**src/rtl/regfile_pkg.sv**
```systemverilog
// Shared register-file constants: geometry defaults and write-back requester indices.
package regfile_pkg;

   localparam int RF_ADDR_SIZE = 5;
   localparam int RF_WORD_SIZE = 32;
   localparam int REG_ZERO     = 0;
   localparam int WB_N_REQ     = 3;

   localparam int WB_ALU = 0;
   localparam int WB_LSU = 1;
   localparam int WB_MUL = 2;

endpackage

```
**src/rtl/rr_arbiter.sv**
```systemverilog
// N-wide round-robin arbiter: one-hot grant searching from ptr_q upward with wrap,
// pointer moves to just past the winner on every grant.
module rr_arbiter #(
   parameter int N = 3,
   localparam int PW = (N > 1) ? $clog2(N) : 1
) (
   input  logic         clk,
   input  logic         rst,
   input  logic         en_i,
   input  logic [N-1:0] valid_i,
   output logic [N-1:0] grant_o
);

   logic [PW-1:0] ptr_q;
   logic [PW-1:0] cand_idx;
   logic [PW-1:0] win_idx;
   logic          found;
   int            cand;

   always_comb begin
      grant_o  = '0;
      found    = 1'b0;
      win_idx  = '0;
      cand     = 0;
      cand_idx = '0;
      for (int k = 0; k < N; k++) begin
         cand = int'(ptr_q) + k;
         if (cand >= N) cand = cand - N;
         cand_idx = PW'(cand);
         if (en_i && !found && valid_i[cand_idx]) begin
            found             = 1'b1;
            win_idx           = cand_idx;
            grant_o[cand_idx] = 1'b1;
         end
      end
   end

   always_ff @(posedge clk) begin
      if (rst) begin
         ptr_q <= '0;
      end else if (found) begin
         ptr_q <= (win_idx == PW'(N - 1)) ? '0 : win_idx + 1'b1;
      end
   end

endmodule

```
**src/rtl/regfile_wb_arbiter.sv**
```systemverilog
// Round-robin write-back arbiter for the single regfile write port, with a one-cycle
// registered write stage mirrored on fwd_*. REGFILE_WB_ARB_STATS_EN adds grant counters.
module regfile_wb_arbiter
   import regfile_pkg::*;
#(
   parameter int ADDR_SIZE = RF_ADDR_SIZE,
   parameter int WORD_SIZE = RF_WORD_SIZE,
   parameter int N_REQ     = WB_N_REQ,
   parameter int CNT_W     = 16
) (
   input  logic                       clk,
   input  logic                       rst,
   input  logic                       hold,
   input  logic [N_REQ-1:0]           req_valid,
   output logic [N_REQ-1:0]           req_ready,
   input  logic [N_REQ*ADDR_SIZE-1:0] req_addr,
   input  logic [N_REQ*WORD_SIZE-1:0] req_data,
   output logic                       rf_w_en,
   output logic [ADDR_SIZE-1:0]       rf_waddr,
   output logic [WORD_SIZE-1:0]       rf_wdata,
   output logic                       fwd_valid,
   output logic [ADDR_SIZE-1:0]       fwd_addr,
`ifdef REGFILE_WB_ARB_STATS_EN
   output logic [WORD_SIZE-1:0]       fwd_data,
   output logic [N_REQ*CNT_W-1:0]     grant_cnt
`else
   output logic [WORD_SIZE-1:0]       fwd_data
`endif
);

   logic [N_REQ-1:0]     grant;
   logic                 arb_en;
   logic                 xfer;
   logic [ADDR_SIZE-1:0] addr_sel;
   logic [WORD_SIZE-1:0] data_sel;

   logic                 w_en_q;
   logic [ADDR_SIZE-1:0] waddr_q;
   logic [WORD_SIZE-1:0] wdata_q;

   assign arb_en = !hold && !rst;

   rr_arbiter #(.N(N_REQ)) u_arb (
      .clk     (clk),
      .rst     (rst),
      .en_i    (arb_en),
      .valid_i (req_valid),
      .grant_o (grant)
   );

   assign req_ready = grant;
   assign xfer      = |grant;

   // grant is one-hot, so an OR of masked slices selects the winner's payload
   always_comb begin
      addr_sel = '0;
      data_sel = '0;
      for (int i = 0; i < N_REQ; i++) begin
         if (grant[i]) begin
            addr_sel = addr_sel | req_addr[i*ADDR_SIZE +: ADDR_SIZE];
            data_sel = data_sel | req_data[i*WORD_SIZE +: WORD_SIZE];
         end
      end
   end

   // Writes to r0 are accepted but never enabled, so forwarding never sees them
   always_ff @(posedge clk) begin
      if (rst) begin
         w_en_q  <= 1'b0;
         waddr_q <= '0;
         wdata_q <= '0;
      end else begin
         w_en_q <= xfer && (addr_sel != ADDR_SIZE'(REG_ZERO));
         if (xfer) begin
            waddr_q <= addr_sel;
            wdata_q <= data_sel;
         end
      end
   end

   assign rf_w_en   = w_en_q;
   assign rf_waddr  = waddr_q;
   assign rf_wdata  = wdata_q;
   assign fwd_valid = w_en_q;
   assign fwd_addr  = waddr_q;
   assign fwd_data  = wdata_q;

`ifdef REGFILE_WB_ARB_STATS_EN
   logic [CNT_W-1:0] cnt_q [N_REQ];

   always_ff @(posedge clk) begin
      for (int i = 0; i < N_REQ; i++) begin
         if (rst) begin
            cnt_q[i] <= '0;
         end else if (grant[i] && (cnt_q[i] != '1)) begin
            cnt_q[i] <= cnt_q[i] + 1'b1;
         end
      end
   end

   for (genvar g = 0; g < N_REQ; g++) begin : g_cnt_out
      assign grant_cnt[g*CNT_W +: CNT_W] = cnt_q[g];
   end
`endif

endmodule

```
**config.mk**
```make
export PLATFORM = sky130hd
export DESIGN_NAME = regfile_wb_arbiter
export DESIGN_NICKNAME = d
export VERILOG_FILES = /design/src/rtl/regfile_pkg.sv /design/src/rtl/rr_arbiter.sv /design/src/rtl/regfile_wb_arbiter.sv
export SDC_FILE = /design/constraint.sdc
export NUM_CORES = 1
export LEC_CHECK = 0
export ABC_AREA = 1
export CORE_ASPECT_RATIO = 1.75
export CORE_MARGIN = 1.5
export CORE_UTILIZATION = 38
export DETAILED_ROUTE_END_ITERATION = 6
export GPL_ROUTABILITY_DRIVEN = 0
export PLACE_DENSITY = 0.94
export SYNTH_ARGS = -nofsm -noshare
export SYNTH_HDL_FRONTEND = slang
export SYNTH_SLANG_ARGS = --single-unit
```
**constraint.sdc**
```tcl
create_clock -name clk -period 6.45 [get_ports clk]
set_input_delay 1.29 -clock clk [delete_from_list [all_inputs] [get_ports clk]]
set_output_delay 1.29 -clock clk [all_outputs]
set_load 0.01 [all_outputs]
```
# Yosys cells after proc, flatten, opt, wreduce, memory -nomap -nowiden

Cells that the tools add are included.

Equal/unequal tests: 1
Reduce and logical (&&, ||, !) cells: 16
Muxes and demuxes: 31
Add/subtract/negate cells: 6
$lt $le $gt $ge: 9
Bitwise logic cells: 6

Operators by type and width:

| operator                                                           | number |
|---|---|
| two-way mux 32 bit                                                 | 3 |
| bitwise OR 32 bit                                                  | 2 |
| two-way mux 5 bit                                                  | 3 |
| two-way mux 2 bit                                                  | 7 |
| logical AND 1 bit                                                  | 10 |
| bitwise OR 5 bit                                                   | 2 |
| less-than comparator 2 x 3 -> 1 bit (second input constant)        | 3 |
| two-way mux 1 bit                                                  | 9 |
| two-way mux 3 bit                                                  | 3 |
| binary-select mux 1 bit (select 2 bit)                             | 3 |
| demux 1 bit (select 2 bit)                                         | 3 |
| greater-or-equal comparator 2 x 1 -> 1 bit (second input constant) | 3 |
| greater-or-equal comparator 3 x 2 -> 1 bit (second input constant) | 2 |
| bitwise OR 3 bit                                                   | 2 |
| nonzero test 5 bit                                                 | 1 |
| logical NOT 1 bit                                                  | 4 |
| subtractor 2 x 1 -> 2 bit (second input constant)                  | 2 |
| adder 2 x 1 -> 3 bit (second input constant)                       | 1 |
| adder 2 x 2 -> 3 bit (second input constant)                       | 1 |
| OR reduction 3 bit                                                 | 1 |
| adder 2 x 1 -> 2 bit (second input constant)                       | 1 |
| == test 2 bit (second input constant)                              | 1 |
| greater-or-equal comparator 2 bit (second input constant)          | 1 |
| subtractor 2 bit (second input constant)                           | 1 |

Logic and storage cells: 73
Input port bits: 117
Flip-flop bits (word level): 40

# Depth between registers and ports, before layout

Depth in word-level cells: 21
Gate-level depth with buffers: 18
Depth with buffers taken out: 16

# Modules after synthesis

Synthesis repeated with hierarchy kept, for this count alone.

Cells, all modules: 404
Area total of the unflattened synthesis: 2,546.2 um^2

Modules (own cells, without submodules):

| module             | cells each | instances | seq. area each (um^2) | area an instance (um^2) |
|---|---|---|---|---|
| regfile_wb_arbiter | 333        | 1         | 760.7                 | 2,149.6 |
| rr_arbiter         | 71         | 1         | 40.0                  | 396.6 |

# Worst setup path before layout

Ideal clock, no wire load.

Path kind: in2out
From: in rst
To: out req_ready[2]
Data arrival time: 2.122 ns
Cell stages on the path: 8
Path slack: 3.038 ns
Cells stage by stage: nor2_4 -> nand2_1 -> nor2_4 -> nand2_4 -> nand2_1 -> nand2_1 -> nand2_2 -> buf_2

Word-level cells in the longest chain between the ends: 12
Elaborated cells on any way between the ends: 16

Ends and longest elaborated chain:

| element                         | line                     | source |
|---|---|---|
| start: declaration              | regfile_wb_arbiter.sv:12 | `input logic rst,` |
| logical NOT 1 bit *             | regfile_wb_arbiter.sv:41 | `assign arb_en = !hold && !rst;` |
| logical AND 1 bit *             | regfile_wb_arbiter.sv:41 |  |
| logical AND 1 bit               | rr_arbiter.sv:30         | `if (en_i && !found && valid_i[cand_idx]) begin` |
| two-way mux 1 bit               | rr_arbiter.sv:30         |  |
| logical NOT 1 bit               | rr_arbiter.sv:30         |  |
| logical AND 1 bit (2 in series) | rr_arbiter.sv:30         |  |
| two-way mux 1 bit               | rr_arbiter.sv:30         |  |
| logical NOT 1 bit               | rr_arbiter.sv:30         |  |
| logical AND 1 bit (2 in series) | rr_arbiter.sv:30         |  |
| two-way mux 3 bit *             | rr_arbiter.sv:30         |  |
| end: declaration                | regfile_wb_arbiter.sv:15 | `output logic [N_REQ-1:0] req_ready,` |

Mark *: on every way between the ends. The rest lies on a longest branch, timed or not.

# Worst setup path in the final report

From: in rst
To: out req_ready[1]

Same word-level chain as after synthesis.

==> summary.txt <==
Status
  • Status: finished, final reports clean

CTS
  • CTS hold repair buffers: 0
  • Worst-path clk slew: 0.06 ns
  • Root Driver: clkbuf_16
  • Worst-Skew Late Latency: 0.27 ns
  • TritonCTS clock tree: yes
  • H-tree levels: 2
  • Max Buffers Root-to-Sink: 2
  • Number of CTS-inserted buffers: 5
  • Cts repair resizes: 0
  • Post-CTS Setup Inserts: 0
  • CTS Sinks: 40

Power
  • Flop pwr share: 25.6%
  • Leakage: 1.94 nW
  • Clock share of power: 17.4%
  • Internal power: 0.00105 W
  • Logic gate share of total power: 57.0%
  • Pwr Density: 372 nW/um^2
  • Fraction of power spent switching nets: 37.9%
  • Peak VDD IR: 0.279 mV
  • Switching power: 0.000638 W

Global route
  • Global-route wire length before repair: 13.9 mm
  • Total global routing overflow: 0
  • Layer with the highest usage: met2
  • Vias in the first global route: 3115
  • Largest net degree at the start of global routing: 40
  • Met3 GRT Util: 3.50%
  • GRT met1 Usage: 22.5%
  • Total global-route track usage: 22.9%
  • M2 GR Usage: 45.0%
  • Initial antenna violation count: 0

Timing
  • Setup TNS: 0 ns
  • Final hold violations: 0
  • Final period util: 77.6%
  • Unrepaired setup endpoints after global routing: no
  • Fmax achieved: 200 MHz
  • Worst slew pin tran: 1.01 ns
  • Layout Skew: 0.00350 ns
  • Max_slew headroom: 32.4%
  • Setup-failing EPs final: 0
  • Final hold slack: 0.520 ns
  • Tmin final: 5.00 ns
  • Max Slew Vio Count: 0

Placement
  • DP Area: 4350 sq um
  • PortBufs: 195
  • Dpl cells: 658
  • Detailed placer's ending HPWL: 7.18 mm

Die
  • Site Rows: 40
  • Initial Utilization: 39.6%
  • Num ports: 196
  • Die height: 116 um
  • Core area: 6960 sq um
  • Die W: 67.4 um
  • Die ar.: 7790 sq um

Worst setup path
  • Startpoint types: input pin
  • Max stage delay cell, worst path: clkdlybuf4s50_1
  • Critical Path Max Stage Delay: 0.67 ns
  • CP Capture Type: output pin
  • CP Max Fanout: 39
  • CP Cell Sequence: clkdlybuf4s50_1 > nor2_4 > nand2_1 > nor2_4 > nand3_1 > nand2_1 > inv_1 > nand2_2 > clkdlybuf4s50_1
  • Kind of critical path: input pin to output pin
  • Critical path arrival: 3.71 ns
  • Critical Path RT: 5.16 ns

Yosys
  • Yosys cell types: 23
  • Synth top area cells: dfxtp_1 29%, nand2_1 18%, buf_4 12%
  • Synth Register Bits: 40
  • Synth Warn #: 0
  • Syn Std Cell Area: 2760 sq um
  • Synth area leader: dfxtp_1
  • Synth Area per Inst: 6.28 sq um
  • Synth top area share: 29.1%
  • Net Count, Synth: 560
  • Syn Inst Count: 439
  • Register area share after synthesis: 29.1%

Min path
  • Min-Delay Path Class: register to register

Detailed routing
  • Post-DR vias/cell: 4.96
  • Detail Route Antenna Nets: 0
  • WL/cell: 13.9 um
  • Detailed Route Iter0 Violations: 243
  • DRT Pass-1 Iters: 4
  • # DRC: 0
  • WL final: 9.27 mm
  • Via Count: 3302

Layout
  • Synthesis-to-layout area growth: 64.4%
  • Fillers: 637
  • Antenna cell count: 0
  • Area occupied by multi-input gates: 1410 sq um
  • Fin cells: 666
  • Final instance area: 4530 sq um
  • Final net count: 702
  • Layout cells sized above 1: 4.30%
  • Reg area: 801 sq um

Run
  • Max-cap violation count: 0
## sequential cells by signal (all words and copies together) (netlist names)
signal       cells
fwd_addr         5
fwd_valid        1
fwd_data        32
u_arb.ptr_q      2
## Yosys cell counts
master    count
dfxtp_1      40
buf_4        45
nand3_1      43
inv_4         1
inv_1        14
nand2_2       4
buf_2         3
o21ai_2       1
nand2_1     132
a21oi_1       2
nand4_1       6
inv_2         2
buf_6        10
nor2_4        2
buf_1         1
nand3_2       1
nor2_1       82
o21ai_0       9
nand2_4       1
clkbuf_1      3
nor2_2        3
o21ai_1      30
ha_1          4
## metal layers
layer  up-vias  share of wire (%)
met5         -                  0
met4         0                3.0
li1       1629                  -
met3        29                5.7
met1      1514                 36
met2       130                 55
## placed cells by master, fill, tap and decap left out, drive strengths merged
cell           instances
clkdlybuf4s50        195
nand2                137
nor2                  87
nand3                 44
dfxtp                 40
o21ai                 40
inv                   17
clkbuf                 7
nand4                  6
ha                     4
a21oi                  2
buf                    2
bufinv                 1
## layout make-up
type | instances | share of cell area (%)
Clock inverter | 1 | 0.663
Inverter | 17 | 1.46
Clock buffer | 7 | 3.37
Tap cell | 84 | 2.32
Sequential cell | 40 | 17.7
Timing Repair Buffer | 197 | 43.4
Multi-Input combinational cell | 320 | 31.1
## path summary, 6_finish.rpt
| path | start | to | slack, ns | depth (start not counted) |
|---|---|---|---|---|
| setup / recovery | rst | req_ready[1] | 1.45 | 9 |
| setup reg to reg | u_arb.ptr_q[0] | fwd_data[22] | 2.95 | 16 |
| hold / removal | u_arb.ptr_q[0] | u_arb.ptr_q[0] | 0.52 | 2 |
| hold reg to reg | u_arb.ptr_q[0] | u_arb.ptr_q[0] | 0.52 | 2 |
## worst max-delay path: cells and delay by family
family,cells,cell delay [ns]
simple gates,6,1.23
buf+inv,3,1.20
## power groups by stage
stage	Clock (W)	Sequential [W]	Combinational, W
global route	0.000311	0.000443	0.00105
detailed placement	0	0.000436	0.000966
floorplan	0	0.000459	0.000578
CTS	0.000301	0.000432	0.000970
global placement	0	0.000430	0.000944
finish	0.000293	0.000430	0.000959
## cells by family after synthesis
kind of cell               count (synthesis)  synth area share (%)
DFF                                       40                  29.1
and+or+nand+nor                          274                  41.5
AOI/OAI and AO/OA                         42                  7.77
buffers and inverters                     79                  19.8
adders and majority gates                  4                  1.82
## through the flow
| step | utilization [%] | worst slack, ns | power (W) |
|---|---|---|---|
| after floorplan | - | 3.04 | 0.00104 |
| after global placement | 62.5 | 1.56 | 0.00137 |
| after detailed placement | 62.5 | 1.46 | 0.00140 |
| after CTS | 65.1 | 1.45 | 0.00170 |
| after global routing | 65.1 | 1.31 | 0.00181 |
| final | 65.1 | 1.45 | 0.00168 |
No activity file was read; power rests on OpenSTA's default activity.
